$ cat config.mk
export PLATFORM = sky130hd
export DESIGN_NAME = timer_run_ctrl
export DESIGN_NICKNAME = d
export VERILOG_FILES = /design/src/rtl/timer_run_ctrl.sv
export SDC_FILE = /design/constraint.sdc
export NUM_CORES = 1
export LEC_CHECK = 0
export BUFFER_PORTS_ARGS = -buffer_cell sky130_fd_sc_hd__buf_2
export CAP_MARGIN = 20
export CORE_MARGIN = 2
export CORE_UTILIZATION = 55
export CTS_CLUSTER_DIAMETER = 150
export DETAILED_ROUTE_END_ITERATION = 6
export HOLD_SLACK_MARGIN = 0.05
export PLACE_DENSITY = 0.77
export RECOVER_POWER = 25
export SETUP_SLACK_MARGIN = 0.3
export SLEW_MARGIN = 30
export SYNTH_ARGS = -nofsm -noshare
export SYNTH_HDL_FRONTEND = slang
export SYNTH_SLANG_ARGS = --single-unit
$ cat constraint.sdc
create_clock -name clk -period 4.4 [get_ports clk]
set_clock_uncertainty 0.1 [all_clocks]
set_input_delay 0.88 -clock clk [delete_from_list [all_inputs] [get_ports clk]]
set_output_delay 0.88 -clock clk [all_outputs]
set_load 0.02 [all_outputs]
$ cat src/rtl/timer_run_ctrl.sv
// rtl/timer_run_ctrl.sv - Button conditioning, prescaler and run/pause/done sequencer for the BCD timer
// Optional build macro: TIMER_RUN_CTRL_AUTO_RELOAD_EN (reload on terminal count instead of entering DONE).
module timer_run_ctrl #(
  parameter int PRESC_DIV  = 1000,
  parameter int DEB_CYCLES = 16
) (
  input  logic       clk,
  input  logic       rst,
  input  logic       start_btn,
  input  logic       stop_btn,
  input  logic       mode,
  input  logic       cnt_zero,
  input  logic       cnt_max,
  output logic       cnt_clr,
  output logic       cnt_load,
  output logic       cnt_step,
  output logic       cnt_up,
  output logic [1:0] state,
  output logic       done
);

  localparam int PW = $clog2(PRESC_DIV);
  localparam int DW = $clog2(DEB_CYCLES + 1);

  typedef enum logic [1:0] {
    IDLE  = 2'd0,
    RUN   = 2'd1,
    PAUSE = 2'd2,
    DONE  = 2'd3
  } state_t;

  state_t          st;
  logic [2:0]      sync1;
  logic [2:0]      sync2;
  logic [1:0]      deb_lvl;
  logic [1:0]      deb_lvl_q;
  logic [DW-1:0]   deb_cnt [2];
  logic [PW-1:0]   presc;
  logic            start_p;
  logic            stop_p;
  logic            mode_s;
  logic            tick;
  logic            terminal;

  assign state = st;

  // Bit 2 carries mode: synchronised only, never debounced.
  always_ff @(posedge clk) begin
    if (rst) begin
      sync1 <= '0;
      sync2 <= '0;
    end else begin
      sync1 <= {mode, stop_btn, start_btn};
      sync2 <= sync1;
    end
  end

  always_ff @(posedge clk) begin
    if (rst) begin
      deb_lvl    <= '0;
      deb_lvl_q  <= '0;
      deb_cnt[0] <= '0;
      deb_cnt[1] <= '0;
    end else begin
      deb_lvl_q <= deb_lvl;
      for (int i = 0; i < 2; i++) begin
        if (sync2[i] != deb_lvl[i]) begin
          if (deb_cnt[i] == DW'(DEB_CYCLES - 1)) begin
            deb_lvl[i] <= sync2[i];
            deb_cnt[i] <= '0;
          end else begin
            deb_cnt[i] <= deb_cnt[i] + 1'b1;
          end
        end else begin
          deb_cnt[i] <= '0;
        end
      end
    end
  end

  assign start_p  = deb_lvl[0] & ~deb_lvl_q[0];
  assign stop_p   = deb_lvl[1] & ~deb_lvl_q[1];
  assign mode_s   = sync2[2];
  assign tick     = (st == RUN) && (presc == PW'(PRESC_DIV - 1));
  assign terminal = cnt_up ? cnt_max : cnt_zero;

  always_ff @(posedge clk) begin
    if (rst) begin
      st       <= IDLE;
      cnt_clr  <= 1'b0;
      cnt_load <= 1'b0;
      cnt_step <= 1'b0;
      cnt_up   <= 1'b1;
      done     <= 1'b0;
      presc    <= '0;
    end else begin
      cnt_clr  <= 1'b0;
      cnt_load <= 1'b0;
      cnt_step <= 1'b0;
`ifdef TIMER_RUN_CTRL_AUTO_RELOAD_EN
      done     <= 1'b0;
`endif
      // Prescaler only advances in RUN, so PAUSE keeps its phase.
      if (st == RUN) begin
        presc <= tick ? '0 : presc + 1'b1;
      end

      case (st)
        IDLE: begin
          if (stop_p) begin
            cnt_clr <= 1'b1;
          end else if (start_p) begin
            cnt_up   <= ~mode_s;
            cnt_load <= mode_s;
            cnt_clr  <= ~mode_s;
            presc    <= '0;
            st       <= RUN;
          end
        end
        RUN: begin
          if (stop_p) begin
            st <= PAUSE;
          end else if (tick) begin
            if (terminal) begin
`ifdef TIMER_RUN_CTRL_AUTO_RELOAD_EN
              cnt_clr  <= cnt_up;
              cnt_load <= ~cnt_up;
              done     <= 1'b1;
`else
              st       <= DONE;
              done     <= 1'b1;
`endif
            end else begin
              cnt_step <= 1'b1;
            end
          end
        end
        PAUSE: begin
          if (stop_p) begin
            cnt_clr <= 1'b1;
            st      <= IDLE;
          end else if (start_p) begin
            st <= RUN;
          end
        end
        DONE: begin
          if (stop_p) begin
            cnt_clr <= 1'b1;
            done    <= 1'b0;
            st      <= IDLE;
          end else if (start_p) begin
            cnt_up   <= ~mode_s;
            cnt_load <= mode_s;
            cnt_clr  <= ~mode_s;
            presc    <= '0;
            done     <= 1'b0;
            st       <= RUN;
          end
        end
        default: st <= IDLE;
      endcase
    end
  end

endmodule
* Word-level counts from Yosys, hierarchy flattened
Memories as Yosys holds them, arrays and structs flattened. Cells that the tools add are included.
Cells by class: $add $sub $neg 3, multipliers 0, divide/modulo/power cells 0, order comparisons 0, equal/unequal tests 15, shift operators 0, mux-type cells 54, bitwise operators 16, reductions and logical operators 12
Operator list (number):
- $mux W10 | 5
- $mux W1 | 34
- $mux W5 | 6
- $mux W2 | 6
- $add A10 B1 Y10 const B | 1
- $add A5 B1 Y5 const B | 2
- $eq A10 B10 Y1 const B | 1
- $eq A5 B4 Y1 const B | 2
- $ne A3 B3 Y1 const B | 3
- $ne A2 B2 Y1 const B | 4
- $not A1 Y1 | 8
- $reduce_or A4 Y1 | 2
- $or A1 B1 Y1 | 6
- $pmux W2 S3 | 1
- $reduce_and A3 Y1 | 2
- $reduce_and A5 Y1 | 1
- $eq A2 B2 Y1 const B | 2
- $pmux W1 S2 | 2
- $reduce_and A2 Y1 | 2
- $reduce_or A2 Y1 | 2
- $and A1 B1 Y1 | 2
- $eq A2 B1 Y1 const B | 1
- $logic_not A2 Y1 | 1
- $ne A1 B1 Y1 | 2
- other kinds (2) | 2
Storage, ports and cells: bits in registers 27, bits in latches 0, RAM bits 10, bits in read-only memories 0, bits of input ports 7, memories kept 1
Memories:
- deb_cnt | words 2, width 5, rd ports 2, clocked after memory_dff 0, wr ports 2, RTL line 37 | logic [DW-1:0] deb_cnt [2];

* Longest topological paths before layout
depth after elaboration 8, gate-level depth with buffers 7, mapped depth without buffers 7

* Worst setup path after synthesis
No wires, ideal clock.
kind input to register, from input cnt_max, to register st[1], in the netlist state[1], setup time 0.117 ns, arrival 1.716 ns, required time 4.183 ns, slack 2.467 ns, stages on the path 5, path buffers 0, cells stage by stage mux2_2 -> nand4_2 -> a31oi_4 -> o21ai_1 -> a32o_1
On the way: cells in the longest elaborated chain, start to end 3
RTL lines:
- start: declaration | RTL line 13 | input logic cnt_max,
- $mux W1 | RTL line 85 | assign terminal = cnt_up ? cnt_max : cnt_zero;
- $ne A3 B3 Y1 (no line)
- $reduce_and A3 Y1 (no line)
- end signal: assignment | RTL line 89 | st <= IDLE;
- end signal: assignment | RTL line 117 | st <= RUN;
- end signal: assignment | RTL line 122 | st <= PAUSE;
- end: declaration | RTL line 32 | state_t st;
No other way between the ends. A chain may end at the register's enable or synchronous reset.

==> impl_metrics.toml <==
[worst_setup_path]
crit_path_top_delay_cell = "sky130_fd_sc_hd__clkbuf_1"
worst_path_largest_cell_delay_ns = 0.58
worst-endpoint-required_ns = 4.51
crit_path_end_kind = "flop"
cp_max_fo = 19
timing.critical_path.from_type = "input pin"
crit_path_cell_trace = "clkbuf_1, inv_1, nand2_1, a41o_1, nor2_1"
timing.critical_path.arrival_ns = 2.27
path_class = "input pin to flop"

[grt]
met2_global_route_usage = 0.308
grt.busiest_layer = "met2"
grt_overflow_total = 0
gr_layer_usage_met1 = 0.219
wire_length_of_the_first_global_routing_pass_mm = 4.82
grt_max_degree = 20
met3_usage = 0.0611
grt_util_all_layers = 0.185
number_of_global_route_vias_before_repair = 1112
antenna_found_initial = 0

[detailed_routing]
route.detailed.wl_per_inst_microns = 13.2
via_per_inst = 5.25
detail_route.wirelength_mm = 2.97
antenna_left = 0
remaining_drcs = 0
drt-initial-drc-count = 45
dr_total_vias = 1182
first_pass_drt_iterations = 4

[clocking]
cts_repair_resize_count = 0
worst_skew_pair.late_latency_ns = 0.34
cts.reportedPaths.clkPinSlew_ns = 0.12
numCtsBuffers = 5
ctsLongestPathBuffers = 2
cts_tree = "done"
clkSinkCount = 37
cts_max_level = 2
cts.repair_timing.setup_buffer_count = 0
ctsHoldBuffers = 0
clock_tree.root_cell = "sky130_fd_sc_hd__clkbuf_4"

[place]
io_buffers = 13
place.detailed.instances = 217
gp_congestion = 0.839
hpwlAfterDp_mm = 2.08

[final_layout]
antenna-diode-count = 0
layout_cells_sized_above_1 = 0.120
final.fill_count = 240
layout_area_growth_over_synthesis_pct = 10.2
final_nets = 209
stdcell_count = 225

[sta]
post-route-period-util = 0.490
slew_hr = 0.475
timing.final.setup_violations = 0
timing.setup.tns_ns = 0
timing.final.crit_period_ns = 2.16
tightestPinTransition_ns = 0.787
slew_violations = 0
max_freq_ghz = 0.464
hold_violations = 0
rsz0062_at_grt = "false"
timing.hold.ws_ns = 0.336

[power_and_ir_drop]
p_per_area_nw_per_um2 = 347
power.ir.vdd_worst_v = 0.000230
p_leak_uw = 0.000790

[synthesis]
synth-seq-area-share = 0.499
library_cell_with_the_largest_summed_area_after_synthesis = "sky130_fd_sc_hd__dfxtp_1"
syn_inst = 166
synthesis.area_sq_um = 1690
synth_flop_cell = "sky130_fd_sc_hd__dfxtp_1"
yosys_register_bits = 37
synth.top_cells.by_count = "sky130_fd_sc_hd__dfxtp_1 (27), sky130_fd_sc_hd__nor2_1 (26), sky130_fd_sc_hd__ha_1 (11)"
synth_most_common_cell = "sky130_fd_sc_hd__dfxtp_1"
ys_warn_count = 0
synthDominantCellAreaShare = 0.320
syn-mean-instance-area_sq_um = 10.2
yosysUniqueCellTypes = 38
netlist_top_cells_area = "sky130_fd_sc_hd__dfxtp_1 (32%), sky130_fd_sc_hd__edfxtp_1 (18%), sky130_fd_sc_hd__ha_1 (8.2%)"
synth_enable_flop_cells = 10
synth_async_sr_flop_share = 0

[min_path]
hp-class = "flop to flop"

[die]
initial_core_util = 0.566
design.core.area_sq_um = 2980
num_io_pins = 14
std_cell_rows = 20
dieWidth_microns = 59.4
floorplan.die_area_sq_um = 3530
chipHeight_microns = 59.4

[run_status]
run_status = "finished clean"

[flow_run]
count_of_max_cap_constraint_violations = 0
==> worst max-delay path, delay by kind of cell <==
kind / cells / cell delay (ns)
buf+inv: 2 / 0.82
simple gates: 2 / 0.30
compound gates: 1 / 0.26
==> cell type report <==
type	instances	area [sq um]	area share
Timing Repair Buffer	13	63.8	0.0343
Sequential cell	37	841	0.452
Clock buffer	7	45.0	0.0242
Clock inverter	1	5.00	0.00269
Inverter	10	37.5	0.0202
Multi-Input combinational cell	124	826	0.444
Tap cell	33	41.3	0.0222
==> layer usage <==
metal  share of wire  vias up
met5               0        -
met4           0.016        0
met3           0.042        6
met2            0.48       28
met1            0.46      549
li1                -      599
==> path summary, 6_finish.rpt <==
path	startpoint	endpoint	slack [ns]	depth (start not counted)
setup / recovery	rst	presc[4]	2.24	5
hold / removal	sync1[1]	sync2[1]	0.34	1
setup reg to reg	state[1]	presc[9]	2.33	7
hold reg to reg	sync1[1]	sync2[1]	0.34	1
==> cells by family (layout without fill, tap and decap cells) <==
| family | count (synthesis) | count (layout) | share of synthesized area |
|---|---|---|---|
| AOI/OAI and AO/OA | 16 | 16 | 0.0757 |
| muxes | 3 | 3 | 0.0185 |
| and+or+nand+nor | 70 | 70 | 0.219 |
| adders and majority gates | 11 | 11 | 0.0816 |
| xor gates and xnor gates | 14 | 14 | 0.0727 |
| other | 1 | 10 | 0.00222 |
| DFF | 37 | 37 | 0.499 |
| buffers and inverters | 14 | 31 | 0.0319 |
==> cells in the final DEF, fill, tap and decap left out, types with 6 or more instances in the layout <==
cell type                  count
sky130_fd_sc_hd__xor2_1        6
sky130_fd_sc_hd__ha_1         11
sky130_fd_sc_hd__conb_1       10
sky130_fd_sc_hd__nand2_1       8
sky130_fd_sc_hd__dfxtp_1      27
sky130_fd_sc_hd__buf_2        12
sky130_fd_sc_hd__inv_1        10
sky130_fd_sc_hd__nor2b_1       8
sky130_fd_sc_hd__and3_1        6
sky130_fd_sc_hd__nor2_1       26
sky130_fd_sc_hd__edfxtp_1     10
sky130_fd_sc_hd__xnor2_1       8
==> stage by stage <==
stage	worst slack, ns	area [sq um]	util	power, uW
finish	2.24	1860	0.624	646
global route	2.14	1860	0.624	670
CTS	2.34	1860	0.625	646
detailed placement	2.28	1810	0.608	480
global placement	2.36	1810	0.608	473
floorplan	2.47	1720	-	457
==> state kept, by name, summed over array words and instances, names as in the netlist <==
name / flops
deb_cnt: 10
presc: 10
sync1: 3
sync2: 3
deb_lvl: 2
deb_lvl_q: 2
state: 2
cnt_clr: 1
cnt_load: 1
cnt_step: 1
cnt_up: 1
done: 1
==> report_power, final <==
part	total [uW]	switching (uW)	internal, uW
combinational	96.6	57.1	39.6
sequential	378	14.6	363
clock	172	109	62.3
total	646	181	465
Note: power is estimated with default switching activity, not from simulation.
